<file path="src/rtl/seg_pkg.sv">
// Shared types and constants for the seven-segment scan multiplexer.
package seg_pkg;

  typedef enum logic [1:0] {
    IDLE  = 2'd0,
    BLANK = 2'd1,
    SHOW  = 2'd2
  } scan_state_t;

  typedef logic [6:0] seg7_t;

  localparam seg7_t SEG_DASH = 7'h40;
  localparam seg7_t SEG_OFF  = 7'h00;

endpackage

</file>
<file path="src/rtl/bcd_to_seg7.sv">
// Combinational BCD to seven-segment decoder, segments {g,f,e,d,c,b,a}.
// Non-decimal codes show a dash so corrupted digits are visible.
import seg_pkg::*;

module bcd_to_seg7 (
  input  logic [3:0] bcd,
  output seg7_t      seg
);

  // Digit pattern lookup
  always_comb begin
    case (bcd)
      4'd0:    seg = 7'h3F;
      4'd1:    seg = 7'h06;
      4'd2:    seg = 7'h5B;
      4'd3:    seg = 7'h4F;
      4'd4:    seg = 7'h66;
      4'd5:    seg = 7'h6D;
      4'd6:    seg = 7'h7D;
      4'd7:    seg = 7'h07;
      4'd8:    seg = 7'h7F;
      4'd9:    seg = 7'h6F;
      default: seg = SEG_DASH;
    endcase
  end

endmodule

</file>
<file path="src/rtl/seg_scan_mux.sv">
// Six-digit seven-segment scanner with per-frame snapshot, dead time and blink.
// Optional leading-zero suppression via macro SEG_LEADING_ZERO_BLANK_EN.
import seg_pkg::*;

module seg_scan_mux #(
  parameter int NUM_DIGITS  = 6,
  parameter int DIGIT_TICKS = 4,
  parameter int BLANK_TICKS = 1
) (
  input  logic                    clk,
  input  logic                    rst,
  input  logic                    ena,
  input  logic                    tick_in,
  input  logic [4*NUM_DIGITS-1:0] bcd_in,
  input  logic [NUM_DIGITS-1:0]   dp_in,
  input  logic [NUM_DIGITS-1:0]   blink_mask,
  input  logic                    blink_phase,
  output logic [NUM_DIGITS-1:0]   digit_en,
  output seg7_t                   seg_out,
  output logic                    dp_out,
  output logic                    frame_start
);

  localparam int CNT_MAX = (DIGIT_TICKS > BLANK_TICKS) ? DIGIT_TICKS : BLANK_TICKS;
  localparam int CNT_W   = (CNT_MAX > 1) ? $clog2(CNT_MAX) : 1;
  localparam int IDX_W   = (NUM_DIGITS > 1) ? $clog2(NUM_DIGITS) : 1;

  localparam logic [CNT_W-1:0] DIGIT_LAST = CNT_W'(DIGIT_TICKS - 1);
  localparam logic [CNT_W-1:0] BLANK_LAST = CNT_W'((BLANK_TICKS > 0) ? BLANK_TICKS - 1 : 0);
  localparam logic [IDX_W-1:0] IDX_LAST   = IDX_W'(NUM_DIGITS - 1);
  localparam scan_state_t      FIRST_STATE = (BLANK_TICKS > 0) ? BLANK : SHOW;

`ifdef SEG_LEADING_ZERO_BLANK_EN
  // Flags the run of zero digits from the top down; a dp or non-zero digit ends it.
  function automatic logic [NUM_DIGITS-1:0] lz_flags(
    input logic [4*NUM_DIGITS-1:0] bcd,
    input logic [NUM_DIGITS-1:0]   dp
  );
    logic run;
    lz_flags = '0;
    run      = 1'b1;
    for (int i = NUM_DIGITS - 1; i >= 1; i--) begin
      if (run && (bcd[4*i +: 4] == 4'd0) && !dp[i]) begin
        lz_flags[i] = 1'b1;
      end else begin
        run = 1'b0;
      end
    end
  endfunction
`endif

  scan_state_t             state_r, nxt_state;
  logic                    tick_q_r;
  logic [IDX_W-1:0]        digit_idx_r, nxt_idx;
  logic [CNT_W-1:0]        tick_cnt_r, nxt_cnt;
  logic [4*NUM_DIGITS-1:0] snap_bcd_r, nxt_bcd;
  logic [NUM_DIGITS-1:0]   snap_dp_r, nxt_dp;
  logic [NUM_DIGITS-1:0]   blank_r, nxt_blank, lz_s;
  logic                    latch_s, tick_rise_s;
  logic [3:0]              cur_bcd_s;
  logic                    cur_dp_s, cur_blink_s, cur_lz_s;
  logic [NUM_DIGITS-1:0]   onehot_s, nxt_en;
  seg7_t                   dec_seg_s, nxt_seg;
  logic                    nxt_dpo;

  assign tick_rise_s = tick_in & ~tick_q_r;

`ifdef SEG_LEADING_ZERO_BLANK_EN
  assign lz_s = lz_flags(bcd_in, dp_in);
`else
  assign lz_s = '0;
`endif

  // Scan sequencing: ena dominates, otherwise advance only on tick rises
  always_comb begin
    nxt_state = state_r;
    nxt_idx   = digit_idx_r;
    nxt_cnt   = tick_cnt_r;
    latch_s   = 1'b0;
    if (!ena) begin
      nxt_state = IDLE;
      nxt_idx   = '0;
      nxt_cnt   = '0;
    end else if (tick_rise_s) begin
      case (state_r)
        IDLE: begin
          latch_s   = 1'b1;
          nxt_idx   = '0;
          nxt_cnt   = '0;
          nxt_state = FIRST_STATE;
        end
        BLANK: begin
          if (tick_cnt_r == BLANK_LAST) begin
            nxt_state = SHOW;
            nxt_cnt   = '0;
          end else begin
            nxt_cnt = tick_cnt_r + 1'b1;
          end
        end
        SHOW: begin
          if (tick_cnt_r == DIGIT_LAST) begin
            nxt_cnt   = '0;
            nxt_state = FIRST_STATE;
            if (digit_idx_r == IDX_LAST) begin
              nxt_idx = '0;
              latch_s = 1'b1;
            end else begin
              nxt_idx = digit_idx_r + 1'b1;
            end
          end else begin
            nxt_cnt = tick_cnt_r + 1'b1;
          end
        end
        default: begin
          nxt_state = IDLE;
          nxt_idx   = '0;
          nxt_cnt   = '0;
        end
      endcase
    end else begin
      nxt_state = state_r;
    end
  end

  assign nxt_bcd   = latch_s ? bcd_in : snap_bcd_r;
  assign nxt_dp    = latch_s ? dp_in  : snap_dp_r;
  assign nxt_blank = latch_s ? lz_s   : blank_r;

  // Select the digit that will be on the bus after this edge
  always_comb begin
    cur_bcd_s   = 4'd0;
    cur_dp_s    = 1'b0;
    cur_blink_s = 1'b0;
    cur_lz_s    = 1'b0;
    onehot_s    = '0;
    for (int i = 0; i < NUM_DIGITS; i++) begin
      if (nxt_idx == IDX_W'(i)) begin
        cur_bcd_s   = nxt_bcd[4*i +: 4];
        cur_dp_s    = nxt_dp[i];
        cur_blink_s = blink_mask[i];
        cur_lz_s    = nxt_blank[i];
        onehot_s[i] = 1'b1;
      end else begin
        onehot_s[i] = 1'b0;
      end
    end
  end

  bcd_to_seg7 u_dec (
    .bcd (cur_bcd_s),
    .seg (dec_seg_s)
  );

  // Output values derived from the next state; blink_phase is applied live
  always_comb begin
    nxt_en  = '0;
    nxt_seg = SEG_OFF;
    nxt_dpo = 1'b0;
    if (nxt_state == SHOW) begin
      nxt_en = onehot_s;
      if (cur_blink_s && blink_phase) begin
        nxt_seg = SEG_OFF;
        nxt_dpo = 1'b0;
      end else begin
        nxt_seg = cur_lz_s ? SEG_OFF : dec_seg_s;
        nxt_dpo = cur_dp_s;
      end
    end else begin
      nxt_en = '0;
    end
  end

  // State, snapshot and registered outputs
  always_ff @(posedge clk or negedge rst) begin
    if (!rst) begin
      state_r     <= IDLE;
      tick_q_r    <= 1'b0;
      digit_idx_r <= '0;
      tick_cnt_r  <= '0;
      snap_bcd_r  <= '0;
      snap_dp_r   <= '0;
      blank_r     <= '0;
      digit_en    <= '0;
      seg_out     <= SEG_OFF;
      dp_out      <= 1'b0;
      frame_start <= 1'b0;
    end else begin
      state_r     <= nxt_state;
      tick_q_r    <= tick_in;
      digit_idx_r <= nxt_idx;
      tick_cnt_r  <= nxt_cnt;
      snap_bcd_r  <= nxt_bcd;
      snap_dp_r   <= nxt_dp;
      blank_r     <= nxt_blank;
      digit_en    <= nxt_en;
      seg_out     <= nxt_seg;
      dp_out      <= nxt_dpo;
      frame_start <= latch_s;
    end
  end

endmodule

</file>
<file path="config.mk">
export PLATFORM = sky130hd
export DESIGN_NAME = seg_scan_mux
export DESIGN_NICKNAME = d
export VERILOG_FILES = /design/src/rtl/seg_pkg.sv /design/src/rtl/bcd_to_seg7.sv /design/src/rtl/seg_scan_mux.sv
export SDC_FILE = /design/constraint.sdc
export NUM_CORES = 1
export LEC_CHECK = 0
export CAP_MARGIN = 5
export CORE_MARGIN = 4
export CORE_UTILIZATION = 42
export DETAILED_ROUTE_END_ITERATION = 7
export GPL_TIMING_DRIVEN = 0
export PLACE_DENSITY_LB_ADDON = 0.15
export SYNTH_ARGS = -nofsm -noshare
export SYNTH_HDL_FRONTEND = slang
export SYNTH_HIERARCHICAL = 1
export SYNTH_SLANG_ARGS = --single-unit
</file>
<file path="constraint.sdc">
create_clock -name clk -period 8.1 [get_ports clk]
set_input_delay 2.025 -clock clk [delete_from_list [all_inputs] [get_ports clk]]
set_output_delay 2.025 -clock clk [all_outputs]
set_load 0.02 [all_outputs]
</file>
==> impl_metrics.json, run 1 <==
{
  "outcome": "finished clean",
  "cts_buffer_depth": 2,
  "rows": 31,
  "cp_max_fo": 10,
  "synth_fp_nets": 390,
  "finalCriticalPeriod_ps": 5840,
  "finClkSkew_ps": 7.77,
  "num_antenna_cells": 0,
  "hold_viol": 0,
  "worstMarginPinSlew_ps": 690,
  "ios": 56,
  "drtIter0Drc": 177,
  "synth.distinct_cells": 57,
  "port_buffers": 54,
  "place_area_sq_um": 3950,
  "rsz0062_at_grt": "no",
  "max_freq_mhz": 171,
  "dpl.hpwl_mm": 5.45,
  "holdPathStages": 2,
  "avgViaCountPerCell": 5.09,
  "ys.warnings.count": 6,
  "clkTransAtPathRegs_ps": 60,
  "cts_resized": 0,
  "drive_above_1_share_pct": 13.8,
  "die_h_um": 96.3,
  "dieWidth_um": 96.3,
  "hold_path_class": "flip-flop to flip-flop",
  "place_congestion": 0.836,
  "dieArea_sq_um": 9270,
  "syn_avg_cell_area_sq_um": 9.75,
  "crit_required_ps": 8280,
  "layout_common_cells": "87 x nand2_1, 59 x dfrtp_1, 53 x clkdlybuf4s50_1",
  "postSynthCellCount": 336,
  "grt_overflow": 0,
  "wl_mm": 7.55,
  "synth_area_sq_um": 3270,
  "endpoint_kind": "flip-flop",
  "clk-insertion-delay-late_ps": 340,
  "grt_max_degree": 41,
  "power_density_nw_per_um2": 185,
  "cts_sinks": 59,
  "drv_cap": 0,
  "min_period_over_period_pct": 72.1,
  "grt_pass1_vias": 2402,
  "cts_tree": "built",
  "htreeDepth": 3,
  "yosys_register_bits": 59,
  "clk_root_buffer_cell": "clkbuf_8",
  "clkPwrFrac_pct": 36.0,
  "seqPwrFrac_pct": 44.1,
  "first_pass_iters": 4,
  "wl_per_cell_um": 15.0,
  "slew_violations": 0,
  "cp.arrival_ps": 6020,
  "antenna_found_initial": 0,
  "power_mw": 0.767,
  "cp-start-kind": "input port",
  "cts_setup_buffers": 0,
  "crit_path_cell_trace": "clkdlybuf4s50_1 > nand2b_1 > and3_4 > nor2_4 > inv_2 > buf_6 > buf_4 > mux2i_1 > mux2_2 > o211ai_1 > inv_1 > ha_1 > mux2_2 > o22ai_1 > inv_1 > a2111oi_1",
  "gr-usage-all-layers_pct": 17.3,
  "coreArea_sq_um": 7410,
  "critical_path_class": "input port to flip-flop",
  "p_int_mw": 0.564,
  "relSlewSlack_pct": 53.8,
  "utilization_pct": 56.1,
  "grt_first_pass_wirelength_mm": 12.0,
  "syn_to_final_growth_pct": 26.9,
  "finalSetupTns_ps": 0,
  "ir_drop_mv": 0.104,
  "drc": 0,
  "switchingPower_mw": 0.203,
  "power_frac_comb_pct": 19.9,
  "vias": 2566,
  "ys.flop_type": "dfrtp_1",
  "cpPeakStageDelay_ps": 630,
  "initial_core_util_pct": 44.2,
  "ys_seq_area_share_pct": 45.1,
  "design_area_sq_um": 4150,
  "synth_edf_count": 0,
  "layout_commonest_cell": "nand2_1",
  "swShare_pct": 26.5,
  "setup_viol": 0,
  "p_leak_nw": 1.91,
  "hold_slack_ps": 468,
  "ant_nets": 0,
  "r2r_cells": 18,
  "nNetsFinal": 456,
  "synth_async_sr_flop_share_pct": 100,
  "cts_hold_buf": 0,
  "cts_buffers": 9,
  "slowest_stage": "clkdlybuf4s50_1"
}
[critical path: cells and delay by family]
kind,cells,cell delay (ps)
compound gates,3,1130
mux,3,670
fa+ha+maj,1,220
simple gates,3,690
buf+inv,6,1280
[layout make-up]
type / count / area, sq um
Timing Repair Buffer: 55 / 556
Clock inverter: 2 / 35.0
Multi-Input combinational cell: 238 / 1600
Inverter: 23 / 86.3
Clock buffer: 12 / 165
Fill cell: 690 / 3250
Sequential cell: 59 / 1480
Buffer: 16 / 113
Tap cell: 99 / 124
[worst paths after layout]
check | startpoint | to | slack (ps)
setup / recovery | tick_in | seg_out[0] | 2260
hold / removal | snap_bcd_r[3] | snap_bcd_r[3] | 470
hold reg to reg | snap_bcd_r[3] | snap_bcd_r[3] | 470
max in group asynchronous | rst | snap_dp_r[2] | 5890
setup reg to reg | state_r[0] | seg_out[0] | 3730
min in group asynchronous | rst | tick_cnt_r[1] | 1630
[stage by stage]
step,setup slack (ps),instances
after global routing,1810,504
final,2260,504
after detailed placement,1950,490
after CTS,2300,504
after global placement,2000,489
after floorplan,3200,336
[cell families after synthesis]
kind of cell | after synthesis | share of synthesized area, %
flip-flops | 59 | 45.1
adder cells (fa/ha/maj) | 13 | 4.97
multiplexers | 21 | 7.68
AO/OA/AOI/OAI | 74 | 17.2
AND/OR/NAND/NOR | 130 | 19.0
buffers and inverters | 39 | 6.08
[synthesized netlist by cell type, drive strengths merged, types with 3 or more instances]
cell type / number / share of area, %
dfrtp: 59 / 45
o21bai: 6 / 1.4
mux2: 10 / 3.6
o22ai: 8 / 1.7
nand2b: 5 / 1.2
nor2: 8 / 1.1
buf: 13 / 3.1
a211oi: 3 / 0.84
a21oi: 20 / 3.1
o21ai: 8 / 1.2
nand4b: 3 / 0.99
o211ai: 4 / 0.92
ha: 13 / 5.0
clkbuf: 3 / 0.34
nor2b: 3 / 0.57
nand2: 87 / 10
a2111oi: 8 / 2.8
inv: 23 / 2.6
nor3: 3 / 0.46
and2: 8 / 1.5
mux2i: 9 / 2.8
[layer usage]
layer	global-route usage, %	vias up	share of wire, %
li1	-	1292	-
met1	23.8	1208	48
met2	26.5	62	46
met3	3.13	4	5.4
met4	7.83	0	0.90
met5	0	-	0
[power by group through the flow]
stage / clock (mW) / combinational [mW] / sequential [mW]
final: 0.276 / 0.153 / 0.338
after global placement: 0 / 0.149 / 0.343
after global routing: 0.292 / 0.172 / 0.341
after floorplan: 0 / 0.101 / 0.342
after CTS: 0.278 / 0.154 / 0.338
after detailed placement: 0 / 0.152 / 0.344
[registers in the layout (all words and copies together) (netlist names)]
name	flops
state_r	2
digit_en	6
dp_out	1
digit_idx_r	3
tick_q_r	1
frame_start	1
blank_r	6
seg_out	7
snap_bcd_r	24
tick_cnt_r	2
snap_dp_r	6
(Power assumes the default switching activity.)
==> run 2, diff against run 1 <==
- clock period: 8.1 -> 5.42 ns (I/O delays scaled with it)
==> run 2 against run 1 <==
  * Sequential share of layout area decreased by 0.27 points
  * First-iteration DRC count decreased by 6.2%
  * Combinational power is 55% higher
  * Sequential power is 50% higher
  * Routed wire length rose by 0.46%
  * Non-clock buffer count rose by 4
  * Clock skew about the same
  * Clock power rose by 49%
  * Register-to-register slack got worse by 2500 ps
  * Power increased by 51%
  * Worst setup slack worse by 1900 ps
  * Utilization up 0.42 points
  * Largest power group unchanged
==> impl_metrics.json, run 2 (same netlist as run 1, synthesis figures left out) <==
{
  "drtIter0Drc": 166,
  "drv_cap": 0,
  "p_leak_nw": 1.93,
  "dp.cells": 490,
  "finalCriticalPeriod_ps": 5020,
  "clkTransAtPathRegs_ps": 60,
  "hold_viol": 0,
  "hold_slack_ps": 468,
  "cts_buffer_depth": 2,
  "top_register": "snap_bcd_r",
  "gr-usage-all-layers_pct": 17.3,
  "ir_drop_mv": 0.155,
  "place_ws_ps": -56.0,
  "power_mw": 1.15,
  "wl_mm": 7.59,
  "coreArea_sq_um": 7410,
  "outcome": "finished clean",
  "power_density_nw_per_um2": 276,
  "worstHoldStart": "snap_bcd_r[3]",
  "cp_max_fo": 10,
  "rows": 31,
  "wl_per_cell_um": 14.9,
  "first_pass_iters": 5,
  "endpoint_kind": "flip-flop",
  "cts_hold_buf": 0,
  "rsz0062_at_grt": "no",
  "place_congestion": 0.836,
  "die_h_um": 96.3,
  "drive_above_1_share_pct": 14.9,
  "cp.arrival_ps": 5200,
  "finalSetupTns_ps": 0,
  "avgViaCountPerCell": 5.06,
  "slew_violations": 0,
  "layout_common_cells": "87 x nand2_1, 59 x dfrtp_1, 53 x clkdlybuf4s50_1",
  "drc": 0,
  "dieArea_sq_um": 9270,
  "hold_path_class": "flip-flop to flip-flop",
  "crit_required_ps": 5590,
  "port_buffers": 54,
  "initial_core_util_pct": 44.2,
  "num_antenna_cells": 0,
  "grt_first_pass_wirelength_mm": 12.0,
  "grt_max_degree": 41,
  "cts_tree": "built",
  "clk_root_buffer_cell": "clkbuf_8",
  "cts_buffers": 9,
  "dpl.hpwl_mm": 5.45,
  "grt_overflow": 0,
  "syn_to_final_growth_pct": 27.8,
  "antenna_found_initial": 0,
  "relSlewSlack_pct": 55.2,
  "setup_viol": 0,
  "finClkSkew_ps": 7.97,
  "min_period_over_period_pct": 92.7,
  "max_freq_mhz": 199,
  "critical_path_class": "input port to flip-flop",
  "final_cells": 508,
  "r2r-start": "state_r[0]",
  "place_area_sq_um": 3950,
  "cts_sinks": 59,
  "cp-startpoint": "tick_in",
  "worst_slack_ps": 397,
  "nNetsFinal": 460,
  "utilization_pct": 56.5,
  "largest_reg_flops": 24,
  "htreeDepth": 3,
  "cp-start-kind": "input port",
  "ios": 56,
  "layout_commonest_cell": "nand2_1",
  "dieWidth_um": 96.3,
  "vias": 2568,
  "top_regs": "snap_bcd_r: 24 flops, seg_out: 7 flops",
  "worstMarginPinSlew_ps": 671,
  "clk-insertion-delay-late_ps": 340,
  "ant_nets": 0,
  "grt_pass1_vias": 2402,
  "design_area_sq_um": 4190
}
## run 2: cell count changes in the layout (fill, tap and decap cells not counted), sizes merged
cell,delta
clkbuf,+1
buf,+3
## run 2: final timing paths
kind | to | slack [ps] | depth (start not counted)
min reg2reg | snap_bcd_r[3] | 470 | 2
max in group asynchronous | snap_bcd_r[15] | 3880 | 2
min in group asynchronous | tick_cnt_r[1] | 970 | 1
max reg2reg | seg_out[0] | 1240 | 17
max | seg_out[0] | 400 | 16
min | snap_bcd_r[3] | 470 | 2
## run 2: critical path, stage by stage
cell,delay [ps]
clkdlybuf4s50_1,630
nand2b_1,220
and3_4,250
nor2_4,220
inv_2,70
buf_6,150
buf_4,200
mux2i_1,130
mux2_2,270
o211ai_1,450
inv_1,160
ha_1,210
mux2_2,270
o22ai_1,170
inv_1,60
a2111oi_1,390
## run 2: power by group
| part | switching [mW] | leakage (nW) | internal, mW |
|---|---|---|---|
| logic | 0.120 | 1.05 | 0.117 |
| registers | 0.0173 | 0.774 | 0.489 |
| clock network | 0.167 | 0.104 | 0.244 |
## run 2: final cells by class
class,count,area [sq um]
fillers,693,3220
flip-flops and latches,59,1480
inverters,23,86.3
repair buffers,59,586
clock inverters,2,35.0
plain buffers,16,114
multi-input cells,238,1600
well taps,99,124
clock buffers,12,165
## run 2: per-layer routing
metal	track usage, %	part of all wire, %
met4	7.83	1.4
met2	26.5	46
met3	3.13	5.4
met5	0	0
met1	23.8	47
## run 2: repair_timing
item                       in CTS  in global routing
resized for setup               0                  1
setup endpoints to repair       0                  1
setup buffers                   0                  4
